### src/rtl/multdiv.sv
// rtl/multdiv.sv - 32-bit signed iterative multiplier/divider with fixed 32-cycle latency
module multdiv (
    input  logic        clock,
    input  logic        reset,
    input  logic [31:0] data_operandA,
    input  logic [31:0] data_operandB,
    input  logic        ctrl_MULT,
    input  logic        ctrl_DIV,
    output logic [31:0] data_result,
    output logic        data_exception,
    output logic        data_resultRDY
);

    typedef enum logic [1:0] {IDLE, MULT, DIV, DONE} state_t;

    state_t      state;
    logic [5:0]  count;
    // Shared work register: multiply keeps {partial product, multiplier},
    // divide keeps {partial remainder, dividend/quotient bits}.
    logic [63:0] acc;
    logic [31:0] mag_b;
    logic        neg;
    logic        div_zero;
    logic        div_ovf;

    logic [32:0] mul_sum;
    logic [63:0] mul_next;
    logic [63:0] mul_prod;
    logic        div_ge;
    logic [31:0] div_diff;
    logic [63:0] div_next;
    logic [31:0] quot;

    function automatic logic [31:0] abs32(input logic [31:0] v);
        return v[31] ? (32'd0 - v) : v;
    endfunction

    // One shift-add multiply step and one restoring divide step, plus sign fix-up of the final values
    always_comb begin
        mul_sum  = {1'b0, acc[63:32]} + (acc[0] ? {1'b0, mag_b} : 33'd0);
        mul_next = {mul_sum, acc[31:1]};
        // Remainder stays below the divisor, so the 32-bit difference is exact whenever div_ge holds
        div_ge   = acc[63:31] >= {1'b0, mag_b};
        div_diff = acc[62:31] - mag_b;
        div_next = div_ge ? {div_diff, acc[30:0], 1'b1} : {acc[62:0], 1'b0};
        mul_prod = neg ? (64'd0 - mul_next) : mul_next;
        quot     = neg ? (32'd0 - div_next[31:0]) : div_next[31:0];
    end

    // Control FSM, iteration counter, datapath and registered outputs
    always_ff @(posedge clock or negedge reset) begin
        if (!reset) begin
            state          <= IDLE;
            count          <= 6'd0;
            acc            <= 64'd0;
            mag_b          <= 32'd0;
            neg            <= 1'b0;
            div_zero       <= 1'b0;
            div_ovf        <= 1'b0;
            data_result    <= 32'd0;
            data_exception <= 1'b0;
            data_resultRDY <= 1'b0;
        end else begin
            data_resultRDY <= 1'b0;
            if (ctrl_MULT || ctrl_DIV) begin
                // A start pulse always wins: it begins from idle/done or aborts a running operation
                state    <= ctrl_MULT ? MULT : DIV;
                count    <= 6'd0;
                acc      <= {32'd0, abs32(data_operandA)};
                mag_b    <= abs32(data_operandB);
                neg      <= data_operandA[31] ^ data_operandB[31];
                div_zero <= (data_operandB == 32'd0);
                div_ovf  <= (data_operandA == 32'h8000_0000) && (data_operandB == 32'hFFFF_FFFF);
            end else begin
                case (state)
                    MULT: begin
                        acc   <= mul_next;
                        count <= count + 6'd1;
                        if (count == 6'd31) begin
                            state          <= DONE;
                            data_result    <= mul_prod[31:0];
                            data_exception <= !((&mul_prod[63:31]) || !(|mul_prod[63:31]));
                            data_resultRDY <= 1'b1;
                        end
                    end
                    DIV: begin
                        acc   <= div_next;
                        count <= count + 6'd1;
                        if (count == 6'd31) begin
                            state          <= DONE;
                            data_resultRDY <= 1'b1;
                            if (div_zero) begin
                                data_result    <= 32'd0;
                                data_exception <= 1'b1;
                            end else if (div_ovf) begin
                                data_result    <= 32'h8000_0000;
                                data_exception <= 1'b1;
                            end else begin
                                data_result    <= quot;
                                data_exception <= 1'b0;
                            end
                        end
                    end
                    DONE:    state <= IDLE;
                    default: state <= IDLE;
                endcase
            end
        end
    end

endmodule
### config.mk
export PLATFORM = sky130hd
export DESIGN_NAME = multdiv
export DESIGN_NICKNAME = d
export VERILOG_FILES = /design/src/rtl/multdiv.sv
export SDC_FILE = /design/constraint.sdc
export NUM_CORES = 1
export LEC_CHECK = 0
export BUFFER_PORTS_ARGS = -buffer_cell sky130_fd_sc_hd__buf_2
export CORE_MARGIN = 1.5
export CORE_UTILIZATION = 55
export DETAILED_ROUTE_END_ITERATION = 10
export GPL_TIMING_DRIVEN = 0
export PLACE_DENSITY = 0.73
export SLEW_MARGIN = 20
export SYNTH_ARGS = -nofsm -noshare
export SYNTH_HDL_FRONTEND = slang
export SYNTH_SLANG_ARGS = --single-unit
### constraint.sdc
create_clock -name clock -period 7 [get_ports clock]
set_clock_uncertainty 0.2 [all_clocks]
set_input_delay 1.4 -clock clock [delete_from_list [all_inputs] [get_ports clock]]
set_output_delay 1.4 -clock clock [all_outputs]
set_load 0.1 [all_outputs]
* Yosys cells after proc, flatten, opt, wreduce, memory -nomap -nowiden
Cells that the tools add are included.
** Storage, ports and cells
- Bits in writable memories :: 0
- Input port bits :: 68
- Memories kept :: 0
- Bits in registers :: 141
- ROM bits :: 0
- Latch bits :: 0
** Cells by class
- Eq/ne operators :: 8
- Divide/modulo/power cells :: 0
- Mux-type cells :: 27
- Reduce and logical (&&, ||, !) cells :: 13
- $add $sub $neg :: 7
- Multipliers :: 0
- Shift-type cells :: 0
- Bitwise operators :: 2
- Order comparisons :: 1
** Operators by type and width (number)
- $mux 32 :: 8
- $mux 64 :: 3
- $pmux 64 s2 :: 1
- $sub 1x32->32 const A :: 3
- $eq 32x32->1 const B :: 2
- $pmux 32 s2 :: 1
- $sub 1x64->64 const A :: 1
- $add 32x32->33 :: 1
- $ge 33x32->1 :: 1
- $reduce_and 33->1 :: 1
- $reduce_or 33->1 :: 1
- $logic_not 32->1 :: 1
- $sub 32x32->32 :: 1
- $mux 6 :: 2
- $mux 2 :: 4
- $mux 1 :: 7
- $add 6x1->6 const B :: 1
- $eq 6x5->1 const B :: 1
- $ne 2x2->1 const B :: 2
- $reduce_and 4->1 :: 1
- $reduce_bool 2->1 :: 2
- $ne 3x1->1 const B :: 1
- $reduce_bool 3->1 :: 1
- $eq 2x1->1 const B :: 1
- other kinds (8) :: 10

* Longest topological paths before layout
- Word-level depth :: 10
- Gate-level depth with buffers :: 22

* Worst setup path before layout
No wires, ideal clock.
- Path type :: flip-flop to flip-flop
- Start :: reg acc[0]
- End :: reg data_exception
- Library setup time :: 0.128 ns
- Path slack :: 1.628 ns
- Data arrival time :: 5.044 ns
- Data required time :: 6.672 ns
- Path buffers :: 3
- Clock period less this slack :: 5.372 ns
- Cell stages (with the launch flop) :: 20
- Cell sequence :: dfrtp_1 clkbuf_1 clkinv_1 clkbuf_1 nor2_1 fa_1 a211oi_1 o211a_1 o31ai_1 o21ai_0 xor2_1 nor3b_1 nand4_4 or3_1 buf_6 mux2i_1 a31oi_1 or4_1 nor4_1 nor3_1
** Between the ends
- Cells in the longest elaborated chain, start to end :: 10
- Elaborated cells between the ends (all ways) :: 11
- Those cells by class :: 2 x add/sub; 4 x mux; 5 x reduce/logical
** Ends and longest elaborated chain
- from (decl) :: RTL line 20 : logic [63:0] acc;
- from (signal assigned) :: RTL line 69 : acc <= {32'd0, abs32(data_operandA)};
- from (signal assigned) :: RTL line 77 : acc <= mul_next;
- from (signal assigned) :: RTL line 87 : acc <= div_next;
- $mux 32 * :: RTL line 40 : mul_sum = {1'b0, acc[63:32]} + (acc[0] ? {1'b0, mag_b} : 33'd0);
- $add 32x32->33 * :: RTL line 40
- $sub 1x64->64 :: RTL line 46 : mul_prod = neg ? (64'd0 - mul_next) : mul_next;
- $mux 64 * :: RTL line 46
- $reduce_or 33->1 :: RTL line 82 : data_exception <= !((&mul_prod[63:31]) || !(|mul_prod[63:31]));
- $logic_not 1->1 :: RTL line 82
- $logic_or 1x1->1 * :: RTL line 82
- $logic_not 1->1 * :: RTL line 82
- $mux 1 * :: RTL line 79 : if (count == 6'd31) begin
- $pmux 1 s2 * :: RTL line 75 : case (state)
- to (signal assigned) :: RTL line 82
- to (decl) :: RTL line 10 : output logic data_exception,
Every way passes the cells marked *; elsewhere a longest branch is shown, timed or not. The select of a mux whose other input is x is not followed.
A chain may end at the register's enable or synchronous reset.

* Worst setup path in the final report
Same ends and word-level chain as after synthesis.

==> summary.txt <==
GR Util All Layers: 0.351
Longest Clk Path Bufs: 2
met3 routed WL: 5380 µm
Remaining DRCs: 0
most frequent CP cell: clkbuf_1
Area contributors post-synth: dfrtp_1 24%, xor2_1 6.6%, ha_1 6.2%
cell taking the most area after synthesis: dfrtp_1
core region area: 26100 µm²
Post-DRT Antenna Nets: 0
clock latency on the worst-skew pair: 0.44 ns
final hold vios: 0
Post-synth ARST share: 1.00
root buffer cell: clkbuf_16
CP peak stage delay: 0.65 ns
Switching Share: 0.497
pre-CTS setup slack: 0.197 ns
min Tclk post-route: 6.55 ns
largest fanout on the critical path: 11
Post-synth top flop: dfrtp_1
count of final setup violators: 0
via count: 15400
Filler cells: 2441
Pint: 2.05 mW
row count: 59
1st-pass router iterations: 5
sequential share of power: 0.256
Synthesis Warnings: 0
cells along the critical path: clkinv_1 -> clkbuf_1 -> nor2_1 -> ha_1 -> clkbuf_1 -> nand3_1 -> o221ai_1 -> a211oi_1 -> a311o_1 -> clkbuf_1 -> a211oi_1 -> nor4b_4 -> nand4_4 -> or3_1 -> buf_6 -> mux2i_1 -> a31oi_1 -> or4_1 -> nor4_1 -> nor3_1
final hold slack: 0.279 ns
Gate Count Post-Synth: 1907
largest net degree at the start of global routing: 85
syn nets: 2049
Post-synth EDFFs: 0
Post-CTS Setup Bufs: 0
Layout Cells excl Fill: 2375
Boundary Pins: 102
Unique masters post-synth: 81
critical path class: flop to flop
clk sink count: 141
max-cap viol count: 0
DRT iter0 DRCs: 1705
top cell type's share of synthesized area: 0.242
met2 WL: 20800 µm
drt via density: 6.47
placed cell count: 2344
fin worst setup slack: 0.451 ns
CP Capture Type: flop
Total Routed Length: 49300 µm
H-tree depth: 4
Worst-path clk slew: 0.07 ns
sequential element share of the synthesized area: 0.242
nets@finish: 2169
peak supply drop: 352 µV
initial antenna violation count: 0
Highest Signal Layer: met4
RePlAce Congestion: 0.997
die area: 27500 µm²
Data required, critical path: 7.12 ns
Core Util, Final: 0.623
GR Overflow Total: 0
Power Density: 251 nW/µm²
P_sw: 2.02 mW
RSZ-0062 raised after global routing: false
n_diodes: 0
multi-input logic area: 10300 µm²
Vert. Die Dim: 166 µm
layout cell share with drive strength beyond 1: 0.0956
relative slew slack: 0.185
Comb pwr share: 0.504
effective utilization at floorplan: 0.561
Area Overhead vs Synth: 11.1%
WL/cell: 20.8 µm
status: finished, final reports clean
achievable frequency: 153 MHz
Die Width: 166 µm
Startpoint Class: flop
global-route wire length before repair: 77000 µm
Worst-Margin Slew: 1.21 ns
HPWL Detailed: 38600 µm
Syn Area/Cell: 7.66 µm²
Yosys reg bits: 141
static leakage: 6.77 nW
Worst path slowest cell: dfrtp_1
clock share of power: 0.240
hold crit path type: flop to flop
Final TNS setup: 0 ns
vias in the first global route: 14000
M1 wire length: 22100 µm
CTS tree: yes
Syn Std Cell Area: 14600 µm²
Buffers on Ports: 101
Slew Limit Fails: 0
Seq. cell area: 3530 µm²
CTS Buf Count: 17
fin crit share: 0.936
WP data arrival: 6.67 ns
through the flow:
stage               total power [mW]  instance area (µm²)
global placement                3.02                15500
CTS                             4.03                16200
global route                    4.26                16200
detailed placement              3.05                15600
floorplan                       2.58                14600
finish                          4.07                16200
path summary, 6_finish.rpt:
kind                            startpoint         endpoint  slack, ns  depth (start not counted)
max                                 acc[0]   data_exception       0.45                         20
min                        data_result[16]  data_result[16]       0.28                          2
max reg2reg                         acc[0]   data_exception       0.45                         20
min reg2reg                data_result[16]  data_result[16]       0.28                          2
max in group asynchronous            reset  data_result[22]       5.11                          2
min in group asynchronous            reset        mag_b[10]       0.67                          1
state kept, by name, summed over array words and instances, names as in the netlist:
signal,count
data_resultRDY,1
div_ovf,1
neg,1
div_zero,1
mag_b,32
state,2
data_exception,1
acc,64
count,6
data_result,32
metal layers:
metal,up-vias,GRT usage
met1,7250,0.516
met2,808,0.520
li1,7216,-
met4,0,0.0944
met3,82,0.0753
met5,-,0
layout make-up:
type                            instances  area share
Buffer                                134      0.0344
Inverter                               75      0.0173
Clock buffer                           18      0.0271
Tap cell                              335      0.0258
Multi-Input combinational cell       1556       0.634
Clock inverter                         14      0.0108
Timing Repair Buffer                  102      0.0335
Sequential cell                       141       0.217
cell usage after synthesis, types with 14 or more instances:
library cell / n
or3_1: 29
dfrtp_1: 141
inv_1: 73
nor3_1: 27
o21ai_0: 177
nand3_1: 27
nand4_1: 25
nor2_1: 181
mux2i_1: 51
nand2b_1: 14
nor2b_1: 28
a21oi_1: 141
xnor2_1: 74
a21o_1: 28
o41ai_1: 16
nand2_1: 171
or4_1: 27
nor4_1: 18
o21bai_1: 15
clkbuf_1: 108
a31oi_1: 16
a22oi_1: 14
xor2_1: 110
ha_1: 72
a211oi_1: 77
o31ai_1: 35
cells by family after synthesis:
logic type,share of synthesized area
adders and majority gates,0.0644
DFF,0.242
buffers and inverters,0.0577
AOI/OAI and AO/OA,0.270
xor gates and xnor gates,0.110
muxes,0.0411
and+or+nand+nor,0.215
cells in the final DEF (no fill, tap or decap), drive strengths merged, types with 51 or more instances in the layout:
| cell type | netlist | layout |
|---|---|---|
| a211oi | 77 | 77 |
| a21oi | 141 | 141 |
| buf | 27 | 129 |
| clkbuf | 108 | 125 |
| dfrtp | 141 | 141 |
| ha | 72 | 72 |
| inv | 74 | 81 |
| mux2i | 51 | 51 |
| nand2 | 171 | 171 |
| nor2 | 182 | 182 |
| o21ai | 178 | 178 |
| xnor2 | 74 | 74 |
| xor2 | 110 | 110 |
worst max-delay path: cells and delay by family, from the launching register on:
family	cells	cell delay [ns]
AO/OA/AOI/OAI	5	1.55
adder cells (fa/ha/maj)	1	0.17
buffers and inverters	5	1.31
flip-flops	1	0.65
multiplexers	1	0.14
AND/OR/NAND/NOR	8	2.40
power groups by stage:
stage	logic (mW)	registers [mW]	clock network [mW]
6_report	2.05	1.04	0.977
4_1_cts	2.01	1.04	0.979
3_3_place_gp	1.97	1.05	0
3_5_place_dp	2.00	1.05	0
2_1_floorplan	0.961	1.62	0
5_1_grt	2.19	1.06	1.01
repair_timing:
action,4_1_cts,5_1_grt
setup endpoints to repair,0,1
hold buffers,0,0
resized for setup,0,5
Note: power is estimated with default switching activity, not from simulation.
